==> src/rtl/exmem_skid_stage.sv <==
// rtl/exmem_skid_stage.sv - EX->MEM pipeline stage with 2-entry skid buffer and registered in_ready
module exmem_skid_stage #(
  parameter int XLEN   = 32,
  parameter int RD_W   = 5,
  parameter int CTRL_W = 8,
  parameter int CNT_W  = 16
) (
  input  logic              clk,
  input  logic              rst,
  input  logic              flush,
  input  logic              in_valid,
  output logic              in_ready,
  input  logic [XLEN-1:0]   in_pc_branch,
  input  logic [XLEN-1:0]   in_alu,
  input  logic [XLEN-1:0]   in_wdata,
  input  logic [RD_W-1:0]   in_rd,
  input  logic [CTRL_W-1:0] in_ctrl,
  output logic              out_valid,
  input  logic              out_ready,
  output logic [XLEN-1:0]   out_pc_branch,
  output logic [XLEN-1:0]   out_alu,
  output logic [XLEN-1:0]   out_wdata,
  output logic [RD_W-1:0]   out_rd,
  output logic [CTRL_W-1:0] out_ctrl,
  output logic [1:0]        occupancy,
  output logic [CNT_W-1:0]  stall_cycles
);

  localparam int PW = 3*XLEN + RD_W + CTRL_W;

  typedef enum logic [1:0] {EMPTY = 2'd0, ONE = 2'd1, FULL = 2'd2} state_t;

  state_t        state, state_n;
  logic [PW-1:0] main_q, main_n, skid_q, skid_n, in_bus;
  logic          in_fire, out_fire;

  assign in_bus   = {in_pc_branch, in_alu, in_wdata, in_rd, in_ctrl};
  assign in_fire  = in_valid & in_ready;
  assign out_fire = out_valid & out_ready;

  // Main register is the head entry; emptied slots are zeroed so bubbles are NOPs.
  assign {out_pc_branch, out_alu, out_wdata, out_rd, out_ctrl} = main_q;

  always_comb begin
    state_n = state;
    main_n  = main_q;
    skid_n  = skid_q;
    if (flush) begin
      state_n = EMPTY;
      main_n  = '0;
      skid_n  = '0;
    end else begin
      case (state)
        EMPTY: if (in_fire) begin
          state_n = ONE;
          main_n  = in_bus;
        end
        ONE: begin
          if (in_fire && out_fire) begin
            main_n = in_bus;
          end else if (in_fire) begin
            state_n = FULL;
            skid_n  = in_bus;
          end else if (out_fire) begin
            state_n = EMPTY;
            main_n  = '0;
          end
        end
        FULL: if (out_fire) begin
          state_n = ONE;
          main_n  = skid_q;
          skid_n  = '0;
        end
        default: begin
          state_n = EMPTY;
          main_n  = '0;
          skid_n  = '0;
        end
      endcase
    end
  end

  // Handshake outputs are decoded from the next state so they leave flops.
  always_ff @(posedge clk) begin
    if (rst) begin
      state     <= EMPTY;
      main_q    <= '0;
      skid_q    <= '0;
      in_ready  <= 1'b1;
      out_valid <= 1'b0;
      occupancy <= 2'd0;
    end else begin
      state     <= state_n;
      main_q    <= main_n;
      skid_q    <= skid_n;
      in_ready  <= (state_n != FULL);
      out_valid <= (state_n != EMPTY);
      occupancy <= state_n;
    end
  end

  always_ff @(posedge clk) begin
    if (rst) begin
      stall_cycles <= '0;
    end else if (out_valid && !out_ready && (stall_cycles != {CNT_W{1'b1}})) begin
      stall_cycles <= stall_cycles + 1'b1;
    end
  end

endmodule

==> config.mk <==
export PLATFORM = sky130hd
export DESIGN_NAME = exmem_skid_stage
export DESIGN_NICKNAME = d
export VERILOG_FILES = /design/src/rtl/exmem_skid_stage.sv
export SDC_FILE = /design/constraint.sdc
export NUM_CORES = 1
export LEC_CHECK = 0
export BUFFER_PORTS_ARGS = -buffer_cell sky130_fd_sc_hd__buf_2
export CAP_MARGIN = 5
export CORE_MARGIN = 2
export CORE_UTILIZATION = 37
export DETAILED_ROUTE_END_ITERATION = 10
export GPL_TIMING_DRIVEN = 0
export PLACE_DENSITY = 0.56
export SYNTH_ARGS = -nofsm -noshare
export SYNTH_HDL_FRONTEND = slang
export SYNTH_SLANG_ARGS = --single-unit
==> constraint.sdc <==
create_clock -name clk -period 2.8 [get_ports clk]
set_input_delay 0.28 -clock clk [delete_from_list [all_inputs] [get_ports clk]]
set_output_delay 0.28 -clock clk [all_outputs]
set_load 0.02 [all_outputs]
==> results of run 1 <==
## registers in the layout, indices dropped and copies added, names as in the netlist
register / flops
out_valid: 1
skid_q: 109
stall_cycles: 16
main_q: 109
state: 2
in_ready: 1
## through the flow
stage / setup slack (ns) / util / total power (uW)
6_report: 0.212 / 0.461 / 8020
5_1_grt: 0.0519 / 0.461 / 8340
4_1_cts: 0.102 / 0.460 / 8080
3_5_place_dp: 0.122 / 0.430 / 4570
3_3_place_gp: 0.0976 / 0.430 / 4570
2_1_floorplan: 0.923 / - / 4150
## final cells by class
type | instances | area, sq um | share of cell area
multi-input combinational | 857 | 5560 | 0.410
sequential | 238 | 4760 | 0.352
timing repair buffer | 241 | 1210 | 0.0891
clock buffer | 44 | 852 | 0.0629
buffer | 158 | 624 | 0.0461
tap | 390 | 488 | 0.0360
clock inverter | 5 | 25.0 | 0.00185
inverter | 5 | 18.8 | 0.00139
antenna | 3 | 7.51 | 0.000554
## kinds of logic after synthesis
family,Yosys count,share of synthesized area
and+or+nand+nor,277,0.171
DFF,238,0.435
buffers and inverters,163,0.0587
adders and majority gates,1,0.00114
xor gates and xnor gates,3,0.00240
AOI/OAI and AO/OA,573,0.329
muxes,3,0.00285
## worst min-delay path, stage by stage
cell      delay (ns)
buf_2           0.12
nand4b_1        0.08
a21oi_1         0.06
## worst paths after layout
path,startpoint,endpoint,slack [ns]
hold / removal,in_ctrl[4],skid_q[4]$_SDFFE_PP0P_,0.04
setup reg to reg,out_valid$_SDFF_PP0_,skid_q[104]$_SDFFE_PP0P_,0.21
setup / recovery,out_valid$_SDFF_PP0_,skid_q[104]$_SDFFE_PP0P_,0.21
hold reg to reg,main_q[88]$_SDFFE_PP0P_,main_q[88]$_SDFFE_PP0P_,0.46
## cell usage in the layout (no fill, tap or decap), types with 6 or more instances in the layout
| cell | netlist | final |
|---|---|---|
| dfxtp_1 | 238 | 238 |
| o21ai_0 | 114 | 114 |
| a22o_1 | 108 | 108 |
| nand4b_1 | 110 | 110 |
| clkbuf_1 | 131 | 139 |
| nand3_1 | 114 | 114 |
| clkbuf_16 | 0 | 29 |
| or3_1 | 6 | 6 |
| a22oi_1 | 108 | 108 |
| a21oi_1 | 228 | 228 |
| clkbuf_8 | 0 | 7 |
| nor2_1 | 8 | 8 |
| buf_2 | 21 | 262 |
## routing by layer
metal / share of wire / routed length (um) / vias up / global-route usage
met2: 0.47 / 17700 / 323 / 0.377
met4: 0.018 / 682 / 4 / 0.0599
met5: 0.00058 / 22 / - / 0
li1: - / - / 5425 / -
met1: 0.46 / 17200 / 5441 / 0.320
met3: 0.055 / 2060 / 52 / 0.0336
## repair_timing
| item | 4_1_cts | 5_1_grt |
|---|---|---|
| endpoints found under the setup margin | 0 | 15 |
| endpoints found under the hold margin | 0 | 0 |
| resized for setup | 0 | 1 |
## power by group through the flow
stage               sequential (uW)  clock [uW]  combinational, uW
floorplan                      3650           0                508
global placement               3580           0                990
detailed placement             3580           0                986
CTS                            3510        3590                990
global route                   3510        3740               1080
finish                         3510        3520                997
==> impl_metrics.tcl, run 1 <==
set metrics [dict create \
    grt_max_degree 14 \
    cts_max_level 1 \
    clock_path_buffers 3 \
    path_cells "nand2_1 -> a31oi_2 -> clkbuf_2 -> clkbuf_1 -> o21ai_0 -> a21oi_1" \
    maxCapViolations 0 \
    finalClockSkew_ns 0.0110 \
    grt_overflow 0 \
    synth_area_leaders "dfxtp_1, a21oi_1, nand4b_1" \
    drt_iter0_drc 773 \
    yosysWarnings 0 \
    synthesis.nets 1373 \
    antenna_found_initial 5 \
    power.switching_uw 2160 \
    place_area_sq_mm 0.0127 \
    wire_per_inst_um 19.4 \
    ys_seq_area_frac 0.435 \
    synth_top_area_share 0.435 \
    post_cts_buffers 0 \
    ys_types 47 \
    yosysMostFrequentCell "dfxtp_1" \
    clk_latency_ns 0.55 \
    swShare 0.269 \
    clock-sinks 238 \
    fill_cells 3010 \
    synth_flop_cell "dfxtp_1" \
    synthCells 1258 \
    track_usage 0.231 \
    path_buf_inv 2 \
    io_buffer_count 241 \
    crit_fanout 10 \
    holdPathStages 3 \
    worstSetupEndpointType "flop" \
    grt_pass1_wl_um 58100 \
    num_io_pins 243 \
    power_frac_comb 0.124 \
    routabilityCongestion 0.796 \
    hpwl_um 25800 \
    cts_inserted_buffers 28 \
    drc 0 \
    hp-class "input pin to flop" \
    stdcell_count 1941 \
    rsz0062_at_grt "no" \
    dieArea_sq_mm 0.0310 \
    core_area_sq_mm 0.0294 \
    syn2layout_area_growth_pct 23.6 \
    nNetsFinal 1644 \
    rows 63 \
    async_flop_share 0 \
    start_util 0.373 \
    dp.cells 1889 \
    p_per_area_mw_per_mm2 592 \
    maxSlewViolCount 0 \
    clkPwrFrac 0.439 \
    slowest_stage "a31oi_2" \
    via_count 11200 \
    antenna_left 0 \
    setup_viol 0 \
    max_freq_mhz 386 \
    post_drt_via_cell_ratio 5.79 \
    cp_num_cells 6 \
    synth_seq_cells 238 \
    relSlewSlack 0.318 \
    cts_tree "done" \
    p_seq_frac 0.437 \
    intPower_uw 5860 \
    grt_pass1_vias 10600 \
    drt_wl_total_um 37700 \
    status "finished clean" \
    hold_violations 0 \
    layout-drive-gt1-share 0.205 \
    clkTransAtPathRegs_ns 0.06 \
    firstDrtPassIters 5 \
    synth_edf_count 0 \
    netlist_area_sq_mm 0.0110 \
    die_x_um 176 \
    yosys.area.top_type "dfxtp_1" \
    syn_avg_cell_area_sq_um 8.71 \
    holdWs_ns 0.0352 \
    synth_commonest_cells "dfxtp_1, a21oi_1, clkbuf_1" \
    die_h_um 176 \
    setup_tns_ns 0 \
    ir_drop_mv 0.380 \
    cpPeakStageDelay_ns 0.78 \
    rr_worst_depth 6 \
    path_class "flop to flop" \
    final_cell_area_sq_mm 0.0135 \
    startpoint_type "flop" \
    period_share 0.924 \
    p_leak_uw 0.00490 \
    tightest_slew_ns 1.02 \
    final.min_clock_period_ns 2.59 \
    crit_family "compound AO/OA/AOI/OAI gates" \
    cts-root-buf "clkbuf_16" \
    arrival_ns 3.06 \
    cp.required_ns 3.28 \
    ctsHoldBuffers 0 \
]
No activity file was read; power rests on OpenSTA's default activity.
==> run 2, diff against run 1 <==
--- a/config.mk
+++ b/config.mk
@@ -7,7 +7,7 @@
 export LEC_CHECK = 0
 export BUFFER_PORTS_ARGS = -buffer_cell sky130_fd_sc_hd__buf_2
 export CAP_MARGIN = 5
-export CORE_MARGIN = 2
+export CORE_MARGIN = 10
 export CORE_UTILIZATION = 37
 export DETAILED_ROUTE_END_ITERATION = 10
 export GPL_TIMING_DRIVEN = 0
==> constraint.sdc (replaced) <==
create_clock -name clk -period 3.4 [get_ports clk]
set_input_delay 0.34 -clock clk [delete_from_list [all_inputs] [get_ports clk]]
set_output_delay 0.34 -clock clk [all_outputs]
set_load 0.02 [all_outputs]
==> run 2 against run 1 <==
Critical path depth unchanged; first-iteration DRC count is 6.0% lower; sequential share of layout area barely moved; register-to-register slack improved by 0.47 ns; routed wire length is 6.3% higher; critical endpoint is now main_q[47]$_SDFFE_PP0P_; die area rose by 19%.
==> impl_metrics.tcl, run 2 (same netlist as run 1, synthesis figures left out) <==
set metrics [dict create \
    arrival_ns 3.18 \
    cts-root-buf "clkbuf_16" \
    maxCapViolations 0 \
    max_freq_mhz 368 \
    multiInputGateArea_sq_mm 0.00555 \
    swShare 0.266 \
    dieArea_sq_mm 0.0369 \
    clkPwrFrac 0.441 \
    period_share 0.800 \
    grt_pass1_vias 10900 \
    power.switching_uw 1770 \
    drt_wl_total_um 40000 \
    ir_drop_mv 0.403 \
    finalClockSkew_ns 0.00742 \
    power_uw 6650 \
    cts_inserted_buffers 28 \
    drt_iter0_drc 727 \
    fill_cells 2941 \
    cts_tree "done" \
    hpwl_um 28000 \
    p_seq_frac 0.434 \
    rsz0062_at_grt "no" \
    post_drt_via_cell_ratio 5.83 \
    nNetsFinal 1644 \
    clkTransAtPathRegs_ns 0.06 \
    hp-class "input pin to flop" \
    grt_pass1_wl_um 61300 \
    die_h_um 192 \
    power_frac_comb 0.124 \
    startpoint_type "flop" \
    reg.largest.list "main_q: 109 flops, skid_q: 109 flops, stall_cycles: 16 flops" \
    hold_violations 0 \
    worstSetupEndpointType "flop" \
    worst_slack_ns 0.679 \
    firstDrtPassIters 5 \
    maxSlewViolCount 0 \
    ctsHoldBuffers 0 \
    path_class "flop to flop" \
    grt_max_degree 14 \
    via_count 11300 \
    num_io_pins 243 \
    intPower_uw 4880 \
    clk_latency_ns 0.53 \
    core_area_sq_mm 0.0289 \
    final_cell_area_sq_mm 0.0136 \
    tightest_slew_ns 1.19 \
    p_leak_uw 0.00491 \
    regArea_sq_mm 0.00476 \
    antenna_found_initial 6 \
    die_x_um 192 \
    setup_tns_ns 0 \
    rows 62 \
    cp.required_ns 3.86 \
    relSlewSlack 0.201 \
    final_common_cell "buf_2" \
    track_usage 0.204 \
    final_cell_mix "buf_2, dfxtp_1, a21oi_1, clkbuf_1" \
    grt_overflow 0 \
    layout-drive-gt1-share 0.205 \
    io_buffer_count 241 \
    crit_fanout 10 \
    start_util 0.379 \
    antenna_left 0 \
    p_per_area_mw_per_mm2 490 \
    drc 0 \
    setup_viol 0 \
    cts_resized 0 \
    syn2layout_area_growth_pct 23.7 \
    cts_max_level 1 \
    clock-sinks 238 \
    wire_per_inst_um 20.7 \
    status "finished clean" \
    routabilityCongestion 0.823 \
    final.min_clock_period_ns 2.72 \
    place_area_sq_mm 0.0126 \
    post_cts_buffers 0 \
    dp_slack_ns 0.713 \
    clock_path_buffers 3 \
]
## run 2: changes by cell type in the layout (fill, tap and decap cells not counted)
cell      change
nor3_2        +1
clkbuf_1      +2
nor3_4        -1
diode_2       +1
clkbuf_8      +2
clkinv_2      -2
## run 2: path summary, 6_finish.rpt
check | slack (ns) | endpoint | depth (start not counted) | from
max | 0.68 | main_q[47]$_SDFFE_PP0P_ | 6 | out_valid$_SDFF_PP0_
min | 0.11 | skid_q[62]$_SDFFE_PP0P_ | 3 | in_alu[17]
max reg2reg | 0.68 | main_q[47]$_SDFFE_PP0P_ | 6 | out_valid$_SDFF_PP0_
min reg2reg | 0.46 | main_q[29]$_SDFFE_PP0P_ | 2 | main_q[29]$_SDFFE_PP0P_
## run 2: stage by stage
stage / hold WS, ns / util / std cells
detailed placement: 0.454 / 0.437 / 1883
finish: 0.109 / 0.469 / 1938
floorplan: 0.449 / - / 1258
CTS: 0.0785 / 0.468 / 1934
global placement: 0.448 / 0.437 / 1883
global route: 0.104 / 0.468 / 1937
## run 2: area by class of cell
| cell class | instances | area share |
|---|---|---|
| Multi-Input combinational cell | 857 | 0.409 |
| Timing Repair Buffer | 241 | 0.0890 |
| Inverter | 5 | 0.00138 |
| Buffer | 158 | 0.0461 |
| Clock inverter | 3 | 0.00111 |
| Sequential cell | 238 | 0.351 |
| Antenna cell | 4 | 0.000738 |
| Clock buffer | 48 | 0.0654 |
| Tap cell | 384 | 0.0354 |
## run 2: metal layers
layer | GRT usage | vias up | routed length, um
li1 | - | 5413 | -
met1 | 0.276 | 5482 | 18000
met2 | 0.328 | 356 | 18800
met3 | 0.0366 | 43 | 2570
met4 | 0.0504 | 2 | 653
met5 | 0 | - | 13
## run 2: worst max-delay path: stages (launching register included)
cell and delay [ns]:
dfxtp_1 0.55, nand2_1 0.16, nor3_2 0.95, buf_2 0.43, buf_2 0.27, a22oi_1 0.12
a21oi_1 0.16
## run 2: power groups by stage
stage	Sequential, uW	Combinational [uW]	Clock [uW]
after global routing	2890	896	3120
after floorplan	3000	419	0
final	2890	828	2930
after CTS	2890	821	2990
after global placement	2950	818	0
after detailed placement	2950	817	0
==> run 3, diff against run 2 <==
==> constraint.sdc (replaced) <==
create_clock -name clk -period 2.7 [get_ports clk]
set_input_delay 0.27 -clock clk [delete_from_list [all_inputs] [get_ports clk]]
set_output_delay 0.27 -clock clk [all_outputs]
set_load 0.02 [all_outputs]
==> run 3 against run 2 <==
Die area unchanged; via count up 0.31%; utilization up 0.10 points; non-clock buffer count unchanged.
==> impl_metrics.tcl, run 3 (same netlist as run 1, synthesis figures left out) <==
set metrics [dict create \
    maxSlewViolCount 0 \
    num_io_pins 243 \
    startpoint_type "flop" \
    io_buffer_count 241 \
    final.min_clock_period_ns 2.54 \
    hold_violations 0 \
    cts-root-buf "clkbuf_16" \
    clock_path_buffers 3 \
    post_cts_buffers 0 \
    dp_slack_ns 0.0128 \
    drt_iter0_drc 766 \
    clkTransAtPathRegs_ns 0.06 \
    wire_per_inst_um 20.6 \
    finalClockSkew_ns 0.00826 \
    tightest_slew_ns 1.03 \
    nNetsFinal 1644 \
    cts_inserted_buffers 28 \
    relSlewSlack 0.316 \
    via_count 11300 \
    met3_usage 0.0366 \
    arrival_ns 2.99 \
    regArea_sq_mm 0.00476 \
    reg.largest.list "main_q: 109 flops, skid_q: 109 flops, stall_cycles: 16 flops" \
    period_share 0.939 \
    stdcell_count 1939 \
    whs_endpoint "skid_q[62]$_SDFFE_PP0P_" \
    place_area_sq_mm 0.0126 \
    track_usage 0.204 \
    status "finished clean" \
    fill_cells 2939 \
    cp.required_ns 3.15 \
    final_cell_mix "buf_2, dfxtp_1, a21oi_1, clkbuf_1" \
    cts_tree "done" \
    worst_slack_ns 0.164 \
    path_class "flop to flop" \
    dieArea_sq_mm 0.0369 \
    antenna_left 0 \
    r2r-end "skid_q[105]$_SDFFE_PP0P_" \
    crit_fanout 10 \
    cts_max_level 1 \
    routabilityCongestion 0.823 \
    final_common_cell "buf_2" \
    maxCapViolations 0 \
    layout-drive-gt1-share 0.205 \
    grt_max_degree 14 \
    firstDrtPassIters 5 \
    rows 62 \
    holdWs_ns 0.0382 \
    rr_worst_depth 6 \
    ir_drop_mv 0.508 \
    holdPathStages 3 \
    rsz0062_at_grt "no" \
    core_area_sq_mm 0.0289 \
    grt_overflow 0 \
    antenna_found_initial 6 \
    setup_tns_ns 0 \
    rrSetupSlack_ns 0.16 \
    dp.cells 1883 \
    r2r_start "state[0]$_SDFF_PP0_" \
    final_cell_area_sq_mm 0.0136 \
    syn2layout_area_growth_pct 24.0 \
    hp-class "input pin to flop" \
    ctsHoldBuffers 0 \
    grt_use_met1 0.276 \
    worstSetupEndpointType "flop" \
    setup_viol 0 \
    post_drt_via_cell_ratio 5.84 \
    start_util 0.379 \
    clock-sinks 238 \
    grt-busiest-layer "met2" \
    worstHoldStart "in_alu[17]" \
    grt_pass1_vias 10900 \
    use_met2 0.328 \
    grt_pass1_wl_um 61300 \
    multiInputGateArea_sq_mm 0.00558 \
    drc 0 \
    die_h_um 192 \
    drt_wl_total_um 40000 \
    clk_latency_ns 0.54 \
    p_per_area_mw_per_mm2 617 \
    die_x_um 192 \
    hpwl_um 28000 \
    max_freq_mhz 394 \
    p_leak_uw 0.00491 \
    cts_resized 0 \
]
-- run 3: cell count changes in the layout (fill, tap and decap cells not counted), sizes merged --
cell / delta
diode: +1
-- run 3: power breakdown --
part | internal (uW) | leakage, uW | switching, uW
combinational | 345 | 0.00254 | 700
clock | 2210 | 0.000446 | 1500
sequential | 3590 | 0.00193 | 43.6
total | 6140 | 0.00491 | 2240
-- run 3: critical path: stages, from the launching register on --
cell and delay (ns):
dfxtp_1 0.35, buf_2 0.20, clkbuf_1 0.71, clkbuf_1 0.43
clkbuf_1 0.44, nand4b_1 0.15, a21oi_1 0.18
-- run 3: routing by layer --
metal / wire [um] / part of all wire
met4: 668 / 0.017
met1: 17800 / 0.44
met2: 18800 / 0.47
met5: 13 / 0.00032
met3: 2730 / 0.068
-- run 3: area by class of cell --
cell class	count	area share
clock inverter	3	0.00110
timing repair buffer	241	0.0888
antenna	5	0.000921
clock buffer	48	0.0653
multi-input combinational	857	0.411
inverter	5	0.00138
sequential	238	0.351
tap	384	0.0354
buffer	158	0.0459
-- run 3: worst max path at each step --
| stage | startpoint | to | slack (ns) | cells after the start |
|---|---|---|---|---|
| floorplan | stall_cycles[0]$_SDFFE_PP0P_ | stall_cycles[15]$_SDFFE_PP0P_ | 0.82 | 6 |
| global placement | out_valid$_SDFF_PP0_ | main_q[48]$_SDFFE_PP0P_ | 0.02 | 6 |
| finish | state[0]$_SDFF_PP0_ | skid_q[105]$_SDFFE_PP0P_ | 0.16 | 6 |
| CTS | out_valid$_SDFF_PP0_ | main_q[47]$_SDFFE_PP0P_ | 0.008 | 6 |
| global route | out_valid$_SDFF_PP0_ | main_q[40]$_SDFFE_PP0P_ | 0.008 | 7 |
| detailed placement | out_valid$_SDFF_PP0_ | main_q[48]$_SDFFE_PP0P_ | 0.01 | 6 |
-- run 3: per-stage QoR --
step	util	total power, uW
floorplan	-	4310
global placement	0.437	4740
detailed placement	0.437	4740
CTS	0.468	8440
global route	0.469	8700
finish	0.470	8390
